==> src/rtl/mips_multicycle_control.sv <==
// Multicycle MIPS control unit: one FSM sequences fetch/decode/execute/memory/writeback
// over a shared ready-handshaked memory port and drives all datapath enables and muxes.
module mips_multicycle_control #(
  parameter int EXT_ISA = 1,
  parameter int STRICT  = 0,
  parameter int CNT_W   = 32
) (
  input  logic             clk,
  input  logic             reset,
  input  logic [5:0]       op,
  input  logic [5:0]       funct,
  input  logic             zero,
  input  logic             mem_ready,
  output logic             mem_req,
  output logic             mem_write,
  output logic             iord,
  output logic             ir_write,
  output logic             pc_write,
  output logic [1:0]       pc_src,
  output logic             alu_src_a,
  output logic [1:0]       alu_src_b,
  output logic             sign,
  output logic             sign_ext,
  output logic             shift,
  output logic             reg_src,
  output logic             reg_dst,
  output logic             reg_write,
  output logic             jal,
  output logic             illegal,
  output logic [2:0]       state,
  output logic [CNT_W-1:0] instr_retired
);

  // Memory handshake: mem_req is held high until the cycle in which mem_ready is seen;
  // that cycle completes the transfer. mem_ready is ignored whenever mem_req is low.
  typedef enum logic [2:0] {
    S_FETCH  = 3'd0,
    S_DECODE = 3'd1,
    S_EXEC   = 3'd2,
    S_MEM    = 3'd3,
    S_WB     = 3'd4,
    S_HALT   = 3'd5
  } state_t;

  localparam bit EXT = (EXT_ISA != 0);
  localparam bit STR = (STRICT != 0);

  state_t           cur_state, nxt_state;
  logic [CNT_W-1:0] cnt;
  logic             retire;

  logic rt;
  logic d_add, d_sub, d_sll, d_srl, d_sra, d_jr, d_and, d_or, d_xor, d_slt;
  logic d_addi, d_lw, d_sw, d_beq, d_bne, d_j, d_jal;
  logic d_andi, d_ori, d_xori, d_slti, d_lui;
  logic r_alu, i_alu, legal, sign_d, sext_d, shift_d;

  assign rt     = (op == 6'h00);
  assign d_add  = rt && (funct == 6'h20);
  assign d_sub  = rt && (funct == 6'h22);
  assign d_sll  = rt && (funct == 6'h00);
  assign d_srl  = rt && (funct == 6'h02);
  assign d_sra  = rt && (funct == 6'h03);
  assign d_jr   = rt && (funct == 6'h08);
  assign d_and  = EXT && rt && (funct == 6'h24);
  assign d_or   = EXT && rt && (funct == 6'h25);
  assign d_xor  = EXT && rt && (funct == 6'h26);
  assign d_slt  = EXT && rt && (funct == 6'h2A);
  assign d_addi = (op == 6'h08);
  assign d_lw   = (op == 6'h23);
  assign d_sw   = (op == 6'h2B);
  assign d_beq  = (op == 6'h04);
  assign d_bne  = (op == 6'h05);
  assign d_j    = (op == 6'h02);
  assign d_jal  = (op == 6'h03);
  assign d_andi = EXT && (op == 6'h0C);
  assign d_ori  = EXT && (op == 6'h0D);
  assign d_xori = EXT && (op == 6'h0E);
  assign d_slti = EXT && (op == 6'h0A);
  assign d_lui  = EXT && (op == 6'h0F);

  assign r_alu   = d_add | d_sub | d_sll | d_srl | d_sra | d_and | d_or | d_xor | d_slt;
  assign i_alu   = d_addi | d_andi | d_ori | d_xori | d_slti | d_lui;
  assign legal   = r_alu | d_jr | i_alu | d_lw | d_sw | d_beq | d_bne | d_j | d_jal;
  assign sign_d  = d_add | d_sub | d_addi | d_slt | d_slti;
  assign sext_d  = d_addi | d_lw | d_sw | d_beq | d_bne | d_slti;
  assign shift_d = d_sll | d_srl | d_sra;

  always_ff @(posedge clk) begin
    if (reset) begin
      cur_state <= S_FETCH;
      cnt       <= '0;
    end else begin
      cur_state <= nxt_state;
      if (retire) cnt <= cnt + CNT_W'(1);
    end
  end

  always_comb begin
    nxt_state     = cur_state;
    retire        = 1'b0;
    mem_req       = 1'b0;
    mem_write     = 1'b0;
    iord          = 1'b0;
    ir_write      = 1'b0;
    pc_write      = 1'b0;
    pc_src        = 2'b00;
    alu_src_a     = 1'b0;
    alu_src_b     = 2'b00;
    sign          = 1'b0;
    sign_ext      = 1'b0;
    shift         = 1'b0;
    reg_src       = 1'b0;
    reg_dst       = 1'b0;
    reg_write     = 1'b0;
    jal           = 1'b0;
    illegal       = 1'b0;
    state         = 3'd0;
    instr_retired = '0;
    if (!reset) begin
      state         = cur_state;
      instr_retired = cnt;
      // Decode flags are meaningful once IR is loaded and stay valid until the next fetch.
      if (cur_state inside {S_DECODE, S_EXEC, S_MEM, S_WB}) begin
        sign     = sign_d;
        sign_ext = sext_d;
        shift    = shift_d;
      end
      case (cur_state)
        S_FETCH: begin
          mem_req   = 1'b1;
          alu_src_b = 2'b01;
          if (mem_ready) begin
            ir_write  = 1'b1;
            pc_write  = 1'b1;
            nxt_state = S_DECODE;
          end
        end
        S_DECODE: begin
          alu_src_b = 2'b11;
          if (!legal) begin
            illegal   = 1'b1;
            nxt_state = STR ? S_HALT : S_FETCH;
          end else if (d_j || d_jal) begin
            pc_write  = 1'b1;
            pc_src    = 2'b10;
            reg_write = d_jal;
            jal       = d_jal;
            retire    = 1'b1;
            nxt_state = S_FETCH;
          end else if (d_jr) begin
            pc_write  = 1'b1;
            pc_src    = 2'b11;
            retire    = 1'b1;
            nxt_state = S_FETCH;
          end else begin
            nxt_state = S_EXEC;
          end
        end
        S_EXEC: begin
          alu_src_a = 1'b1;
          if (d_beq || d_bne) begin
            pc_src    = 2'b01;
            pc_write  = (d_beq & zero) | (d_bne & ~zero);
            retire    = 1'b1;
            nxt_state = S_FETCH;
          end else if (d_lw || d_sw) begin
            alu_src_b = 2'b10;
            nxt_state = S_MEM;
          end else begin
            alu_src_b = i_alu ? 2'b10 : 2'b00;
            nxt_state = S_WB;
          end
        end
        S_MEM: begin
          mem_req   = 1'b1;
          iord      = 1'b1;
          mem_write = d_sw;
          if (mem_ready) begin
            retire    = d_sw;
            nxt_state = d_sw ? S_FETCH : S_WB;
          end
        end
        S_WB: begin
          reg_write = 1'b1;
          reg_src   = d_lw;
          reg_dst   = r_alu;
          retire    = 1'b1;
          nxt_state = S_FETCH;
        end
        S_HALT: nxt_state = S_HALT;
        default: nxt_state = S_FETCH;
      endcase
    end
  end

endmodule

==> config.mk <==
export PLATFORM = sky130hd
export DESIGN_NAME = mips_multicycle_control
export DESIGN_NICKNAME = d
export VERILOG_FILES = /design/src/rtl/mips_multicycle_control.sv
export SDC_FILE = /design/constraint.sdc
export NUM_CORES = 1
export LEC_CHECK = 0
export ABC_CLOCK_PERIOD_IN_PS = 2400
export CAP_MARGIN = 20
export CORE_MARGIN = 1
export CORE_UTILIZATION = 45
export DETAILED_ROUTE_END_ITERATION = 10
export GPL_TIMING_DRIVEN = 0
export PLACE_DENSITY_LB_ADDON = 0.12
export SKIP_CTS_REPAIR_TIMING = 1
export SKIP_LAST_GASP = 1
export SYNTH_ARGS = -nofsm -noshare
export SYNTH_HDL_FRONTEND = slang
export SYNTH_SLANG_ARGS = --single-unit
export TNS_END_PERCENT = 10
==> constraint.sdc <==
create_clock -name clk -period 2.4 [get_ports clk]
set_input_delay 0.48 -clock clk [delete_from_list [all_inputs] [get_ports clk]]
set_output_delay 0.48 -clock clk [all_outputs]
set_load 0.1 [all_outputs]
==> impl_results.md <==
- Ant. Diodes: 0
- Clk network pwr share: 33.2%
- Sequential area share after synthesis: a little over a quarter
- Vias: between 2000 and 3000
- Critical Path RT: 1.92 ns
- Total grt overflow: 0
- Placed Area: 3600 sq um
- Die span in x: 78.1 microns
- Worst Path Arrival: 2.13 ns
- Final Skew: 0.00934 ns
- Post-route cell area: approximately 3600 sq um
- Run status: finished with violations
- RSZ-0062 raised after global routing: yes
- Clock Sinks: 35
- Global Route Usage Sum: 25.5%
- First-pass GRT wire length: approximately 12000 microns
- Syn avg cell area: 7.70 sq um
- Peak VDD IR: 274 uV
- Psw: 0.371 mW
- Net Sw Frac: 29.9%
- Cell Chain, Critical Path: buf_2 -> nor3_1 -> or3_1 -> clkbuf_8 -> nor3_2 -> clkbuf_4
- TritonCTS Buffers: 5
- Root Buffer: clkbuf_8
- Asr flop ratio synth: 0%
- CORE AREA: 5540 sq um
- Yosys reg bits: 35
- NumNets Final: roughly 430
- # DRC: 0
- Logic pwr share: 19.7%
- Slowest stage cell, crit path: dfxtp_1
- Fillers: just over 500
- P_leak: 1.58 nW
- Final ANT Viol Nets: 0
- Top_reg_cell synth: dfxtp_1
- Placed instance count: 478
- Avg WL per Cell: 15.5 microns
- Yosys warnings: 0
- Pre-antenna DRT Iters: 4
- Failing checks: setup timing
- Final hold vios: 0
- Non-filler cells, final: 489
- Vias in the first global route: ~2600
- Fin Hold WS: roughly 0.55 ns
- Post-synth EDFFs: 0
- Largest net degree at the start of global routing: 11
- H-tree depth: 2
- Largest stage delay, worst path: 0.41 ns
- Worst Tran Pin Value: slightly above 1 ns
- Area grow syn2layout: 39.0%
- Final Setup Violations: 7
- Critical path capture point type: output port
- Number of max-cap violations: 0
- Final WL: 7570 microns
- Crit share post-route: 109%
- IO Port Bufs: just under 70
- Chip height: a little under 80 microns
- Initial Util: 47.0%
- Post-DP HPWL: between 5000 and 6000 microns
- Post-Synthesis Cells: 338
- Post-synth cell types: between 40 and 50
- Setup_tns: -0.785 ns
- Cell Area, Synth: 2600 sq um
- Flop pwr share: 47.1%
- PnR worst setup slack: -0.212 ns
- Cell Rows: 27
- Pwr Density: 342 nW/um^2
- Max clock buf depth: 2
- DRT iter0 DRCs: 167
- Internal power: 0.868 mW
- Mean number of vias per cell: ~5.7
- Final Max Slew Viols: 0
- Total chip power: about 1.2 mW
- Initial antenna violation count: 0
- Final GP Congestion: 0.840
- Minimum clock period: 2.61 ns
- Worst-path clk slew: 0.07 ns
- Crit path kind: reg2out
- I/O Pins: 69
- Min-Delay Path Class: reg2reg
- Worst slew margin: 32.5%
- Worst setup SP type: register
- Worst-skew pair later-pin latency: 0.29 ns
- TritonCTS clock tree: done
- Fmax: 383 MHz
- Net Count, Synth: approximately 360
- Max Fanout on Critical Path: 10
- Share of layout cells above drive strength 1: 33.3%
- Full die area: 6090 sq um
==> final cells by class <==
cell class / instances / area (sq um) / share of cell area, %
Inverter: 8 / 30.0 / 0.830
Timing Repair Buffer: 71 / 583 / 16.1
Clock buffer: 7 / 76.3 / 2.11
Multi-Input combinational cell: 275 / 1960 / 54.2
Clock inverter: 1 / 5.00 / 0.138
Buffer: 20 / 173 / 4.77
Tap cell: 72 / 90.1 / 2.49
Sequential cell: 35 / 701 / 19.4
==> metal layers <==
layer	part of all wire [%]	global-route usage, %	wire, microns
met1	47	36.1	3530
met2	48	40.9	3640
met3	4.7	4.07	359
met4	0.52	5.00	39
met5	0	0	0
==> flip-flops by register name, indices dropped and copies added, names as in the netlist <==
signal / count
cnt: 32
cur_state: 3
==> synth_stat cells (all sizes together), types with 4 or more instances <==
cell type	number	area (sq um)
mux2	31	349
buf	10	72.6
inv	8	30.0
nor3	20	100
nor2	47	176
a21oi	24	120
nor2b	38	238
nor4	4	46.3
a31oi	5	31.3
o21ai	6	30.0
dfxtp	35	701
nand2b	4	25.0
clkbuf	10	37.5
nand3	15	75.1
a211oi	10	75.1
nand4	13	81.3
nand2	18	67.6
==> final timing paths <==
check / start / endpoint / slack [ns] / cells past startpoint
max: cur_state[1] / shift / -0.21 / 6
min: cnt[3] / cnt[3] / 0.55 / 2
max reg2reg: cur_state[1] / cnt[30] / 0.02 / 7
min reg2reg: cnt[3] / cnt[3] / 0.55 / 2
==> critical path, delay by kind of cell (launching register included) <==
| kind | cells | cell delay (ns) |
|---|---|---|
| and+or+nand+nor | 3 | 0.64 |
| buffers and inverters | 3 | 0.78 |
| DFF | 1 | 0.41 |
==> power groups by stage <==
stage / sequential [mW] / clock, mW / combinational [mW]
global route: 0.583 / 0.442 / 0.261
CTS: 0.583 / 0.418 / 0.239
global placement: 0.597 / 0 / 0.236
floorplan: 0.596 / 0 / 0.160
finish: 0.583 / 0.411 / 0.245
detailed placement: 0.597 / 0 / 0.239
==> cell usage in the layout (no fill, tap or decap), types with 10 or more instances in the layout <==
cell and count:
nor2_1 45, nor2b_1 35, dfxtp_1 35, clkbuf_2 33, mux2_2 30, a21oi_1 24, nand2_1 16, dlymetal6s2s_1 16
nand3_1 14, nand4_1 13, nor3_1 11, buf_6 10, a211oi_1 10
==> cell families (layout without fill, tap and decap cells) <==
family | count (synthesis) | in the layout | share of synthesized area [%]
DFF | 35 | 35 | 26.9
and+or+nand+nor | 181 | 181 | 37.6
adders and majority gates | 1 | 1 | 0.480
buffers and inverters | 28 | 107 | 5.38
xor gates and xnor gates | 1 | 1 | 0.336
muxes | 32 | 32 | 13.8
AOI/OAI and AO/OA | 60 | 60 | 15.5
==> metrics by stage <==
stage	util, %	worst slack [ns]
2_1_floorplan	-	-0.674
3_3_place_gp	64.9	-1.41
3_5_place_dp	64.9	-1.45
4_1_cts	66.4	-1.45
5_1_grt	65.3	-0.346
6_report	65.3	-0.212
No activity file was read; power rests on OpenSTA's default activity.
==> RTL edit 1: new RTL, config.mk and constraints unchanged <==
Change the parameter `CNT_W` from 32 to 64.
--- a/src/rtl/mips_multicycle_control.sv
+++ b/src/rtl/mips_multicycle_control.sv
@@ -4,5 +4,5 @@
   parameter int EXT_ISA = 1,
   parameter int STRICT  = 0,
-  parameter int CNT_W   = 32
+  parameter int CNT_W   = 64
 ) (
   input  logic             clk,
Ports: changed (resized instr_retired); port bits go from 69 to 101. The function was not compared with the original's and may differ.
==> RTL edit 1 against the unedited design <==
  * The flow still finishes with violations (negative setup slack)
  * Via count grew 79%
  * Die area grew 77%
  * Final area grew 77%
  * Sequential cell count grew 32
  * Routed wire length grew 90%
  * Power grew 110%
  * Worst setup slack gained 0.033 ns
  * Synthesized area grew 80%
  * Critical path type is now in -> out
  * Largest cell class unchanged
==> RTL edit 1: results (changes against the unedited design) <==
- DP Wirelength: 10.4 mm (was 5.69 mm)
- RR Endpoint: cnt[58]$_SDFFE_PP0P_ (was cnt[30]$_SDFFE_PP0P_)
- Global Route met2 Usage: 41.3% (was 40.9%)
- Seq group: 0.00111 W (was 0.000583 W)
- TNS Setup: -6.14 ns (was -0.785 ns)
- Later-pin clock latency in the skew report: 0.36 ns (was 0.29 ns)
- Vias in the first global route: 4547 (was 2587)
- CTS Buf Count: 9 (was 5)
- Status: finished with violations (unchanged)
- Failing checks: negative setup slack (unchanged)
- Synth cell types: 63 (was 47)
- Worst slew margin: 35.3% (was 32.5%)
- End of the worst hold path: cnt[1]$_SDFFE_PP0P_ (was cnt[3]$_SDFFE_PP0P_)
- #MultiIn Comb: 455 (was 275)
- Drt total wl: 14.4 mm (was 7.57 mm)
- Dpl cells: 811 (was 478)
- Multi-input logic portion of the cell area: 54.4% (was 54.2%)
- Leakage power: 2.54 nW (was 1.58 nW)
- GRT Total Usage: 25.6% (was 25.5%)
- Max incr delay on CP: 0.55 ns (was 0.41 ns)
- Seq/Total Area, Yosys: 28.7% (was 26.9%)
- Met3 Wirelength: 776 um (was 359 um)
- Final setup margin: -0.179 ns (was -0.212 ns)
- GR Util met1: 34.2% (was 36.1%)
- M3 GR Usage: 3.63% (was 4.07%)
- FF-to-FF Start: cnt[4]$_SDFFE_PP0P_ (was cur_state[1]$_SDFFE_PP0P_)
- Fin cells: 843 (was 489)
- Nets: 722 (was 433)
- Clock sinks: 67 (was 35)
- Internal power: 0.00194 W (was 0.000868 W)
- Met1 Wirelength: 6.41 mm (was 3.53 mm)
- # setup viols final: 66 (was 7)
- Via/cell ratio: 5.91 (was 5.70)
- Clock buffers: 10 (was 7)
- Mux contribution to synthesized area: 14.7% (was 13.8%)
- Critical Path Fanout Max: 5 (was 10)
- Non-clock buffer share of cell area: 17.0% (was 20.9%)
- Top post-synthesis cells by area: dfxtp_1 29%, mux2_2 9.6%, nor2_1 7.6% (was dfxtp_1 27%, mux2_2 13%, nor2b_1 9.1%)
- Largest net degree at the start of global routing: 13 (was 11)
- Detail Route met2 WL: 6.88 mm (was 3.64 mm)
- GP Congestion: 0.869 (was 0.840)
## RTL edit 1: cell count changes in the layout (fill, tap and decap cells not counted), sizes merged, moves of 15 or more
cell    change
clkbuf     +50
buf        +18
nor2       +49
nor2b      +18
nand3      +15
dfxtp      +32
mux2       +29
## RTL edit 1: how the worst max path moves through the flow
stage	start	to	slack (ns)	depth (start not counted)
floorplan	reset	reg_src	-0.45	3
detailed placement	reset	instr_retired[47]	-1.54	6
global placement	reset	instr_retired[47]	-1.55	6
global route	cnt[4]$_SDFFE_PP0P_	cnt[58]$_SDFFE_PP0P_	-0.28	6
CTS	reset	instr_retired[47]	-1.55	6
finish	op[3]	pc_src[0]	-0.18	8
## RTL edit 1: through the flow
| stage | area [um^2] | hold WS, ns |
|---|---|---|
| floorplan | 4920 | 0.469 |
| global placement | 6060 | 0.479 |
| detailed placement | 6060 | 0.505 |
| CTS | 6310 | 0.516 |
| global route | 6420 | 0.568 |
| finish | 6420 | 0.528 |
==> RTL edit 2: new RTL, config.mk and constraints unchanged <==
Made on the original files. Register the output `instr_retired`, with the module's reset; this adds one clock of latency there. The other outputs are not delayed to match.
--- a/src/rtl/mips_multicycle_control.sv
+++ b/src/rtl/mips_multicycle_control.sv
@@ -46,4 +46,6 @@
   localparam bit STR = (STRICT != 0);
 
+  logic [CNT_W-1:0] instr_retired_d;
+
   state_t           cur_state, nxt_state;
   logic [CNT_W-1:0] cnt;
@@ -117,8 +119,8 @@
     illegal       = 1'b0;
     state         = 3'd0;
-    instr_retired = '0;
+    instr_retired_d = '0;
     if (!reset) begin
       state         = cur_state;
-      instr_retired = cnt;
+      instr_retired_d = cnt;
       // Decode flags are meaningful once IR is loaded and stay valid until the next fetch.
       if (cur_state inside {S_DECODE, S_EXEC, S_MEM, S_WB}) begin
@@ -195,4 +197,12 @@
   end
 
+  always_ff @(posedge clk) begin
+    if (reset) begin
+      instr_retired <= '0;
+    end else begin
+      instr_retired <= instr_retired_d;
+    end
+  end
+
 endmodule
 
Check against the original RTL: not equivalent (a bounded check fails within 4 cycles, from zero or initial values and one cycle with reset high).
==> RTL edit 2 against the unedited design <==
  * The flow finishes with violations (design-rule violations, negative setup slack)
  * Synthesized area up 16%
  * Sequential cell count up 32
  * Sequential share of layout area up 12 points
  * Worst setup slack better by 0.070 ns
  * Die area up 15%
  * Power up 84%
  * Final area up 17%
  * Routed wire length down 0.87%
==> RTL edit 2: results (changes against the unedited design) <==
- Failing checks: design-rule violations, negative setup slack (was negative setup slack)
- Max incr delay on CP: 0.48 ns (was 0.41 ns)
- First-pass GRT wire length: 11.8 mm (was 12.4 mm)
- End of the worst hold path: instr_retired[31]$_SDFF_PP0_ (was cnt[3]$_SDFFE_PP0P_)
- Clock Skews: 0.0105 ns (was 0.00934 ns)
- Seq/Total Area, Yosys: 44.4% (was 26.9%)
- # setup viols final: 19 (was 7)
- Synth cell types: 54 (was 47)
- Worst Reg-to-Reg Cells: 6 (was 7)
- GRT Total Usage: 20.9% (was 25.5%)
- I/O Buffers: 67 (was 68)
- Routed vias: 2865 (was 2787)
- Vias in the first global route: 2542 (was 2587)
- Residual DRC: 8 (was 0)
- RR Endpoint: cnt[28]$_SDFFE_PP0P_ (was cnt[30]$_SDFFE_PP0P_)
- Final setup margin: -0.142 ns (was -0.212 ns)
- Status: finished with violations (unchanged)
- Nets: 451 (was 433)
- Reg2reg setup slack: 0 ns (was 0.02 ns)
- Die area: 0.00704 mm^2 (was 0.00609 mm^2)
- DP Wirelength: 5.09 mm (was 5.69 mm)
- H-tree depth: 3 (was 2)
- Slowest-stage cell, CP: clkbuf_2 (was dfxtp_1)
- Worst-margin pin slew: 0.994 ns (was 1.01 ns)
- FF-to-FF Start: cnt[0]$_SDFFE_PP0P_ (was cur_state[1]$_SDFFE_PP0P_)
- Drt total wl: 7.50 mm (was 7.57 mm)
- DRT iter0 DRCs: 174 (was 167)
-- RTL edit 2: cell types whose count changed after synthesis, moves of 9 or more --
cell     delta
o21ai_0     +9
dfxtp_1    +32
mux2_2     -25
nor3_1      -9
or3_1       +9
nor2_1     -12
nand2_1     +9
-- RTL edit 2: final cells by class --
class / count / area, um^2
well taps: 77 / 96.3
plain buffers: 17 / 104
flip-flops and latches: 67 / 1340
fillers: 546 / 2190
clock buffers: 12 / 165
multi-input cells: 257 / 1730
inverters: 10 / 37.5
clock inverters: 2 / 35.0
repair buffers: 72 / 713
-- RTL edit 2: logic make-up (layout without fill, tap and decap cells) --
kind of cell / after synthesis / count (layout) / share of synthesized area, %
buffers and inverters: 27 / 113 / 3.81
AO/OA/AOI/OAI: 64 / 64 / 13.0
flip-flops: 67 / 67 / 44.4
XOR/XNOR: 4 / 4 / 1.16
AND/OR/NAND/NOR: 178 / 178 / 33.5
multiplexers: 10 / 10 / 3.69
adder cells (fa/ha/maj): 1 / 1 / 0.415
-- RTL edit 2: how the worst max path moves through the flow --
stage / depth (start not counted) / endpoint / startpoint
final: 5 / mem_write / cur_state[0]$_SDFFE_PP0P_
after global routing: 6 / shift / cur_state[0]$_SDFFE_PP0P_
after CTS: 6 / state[0] / reset
after detailed placement: 6 / state[0] / reset
after global placement: 6 / state[0] / reset
after floorplan: 4 / sign_ext / cur_state[0]$_SDFFE_PP0P_
-- RTL edit 2: report_power, final --
group / switching [W] / internal [W] / leakage, nW
clock network: 0.000392 / 0.000551 / 0.104
registers: 0.00000193 / 0.00111 / 0.540
logic: 0.000155 / 0.0000715 / 0.934
total: 0.000550 / 0.00174 / 1.58
-- RTL edit 2: per-stage QoR --
step                      setup WS (ns)  cell area (um^2)  total power [W]  setup TNS [ns]
after global routing             -0.233              4230          0.00236           -3.57
after CTS                         -1.54              4080          0.00228          -30.56
after floorplan                  -0.372              3110          0.00127           -3.96
after global placement            -1.53              3880          0.00135          -42.33
after detailed placement          -1.53              3880          0.00135          -42.25
final                            -0.142              4230          0.00229           -1.12
-- RTL edit 2: metal layers --
| metal | wire length [um] | track usage (%) | vias to the layer above |
|---|---|---|---|
| li1 | - | - | 1424 |
| met1 | 3340 | 25.2 | 1340 |
| met2 | 3640 | 36.3 | 87 |
| met3 | 391 | 5.44 | 14 |
| met4 | 127 | 6.90 | 0 |
| met5 | 0 | 0 | - |
-- RTL edit 2: worst max-delay path, delay by kind of cell (launching register included) --
family                 cells  cell delay, ns
AND/OR/NAND/NOR            2            0.45
AO/OA/AOI/OAI              1            0.26
flip-flops                 1            0.32
buffers and inverters      2            0.69
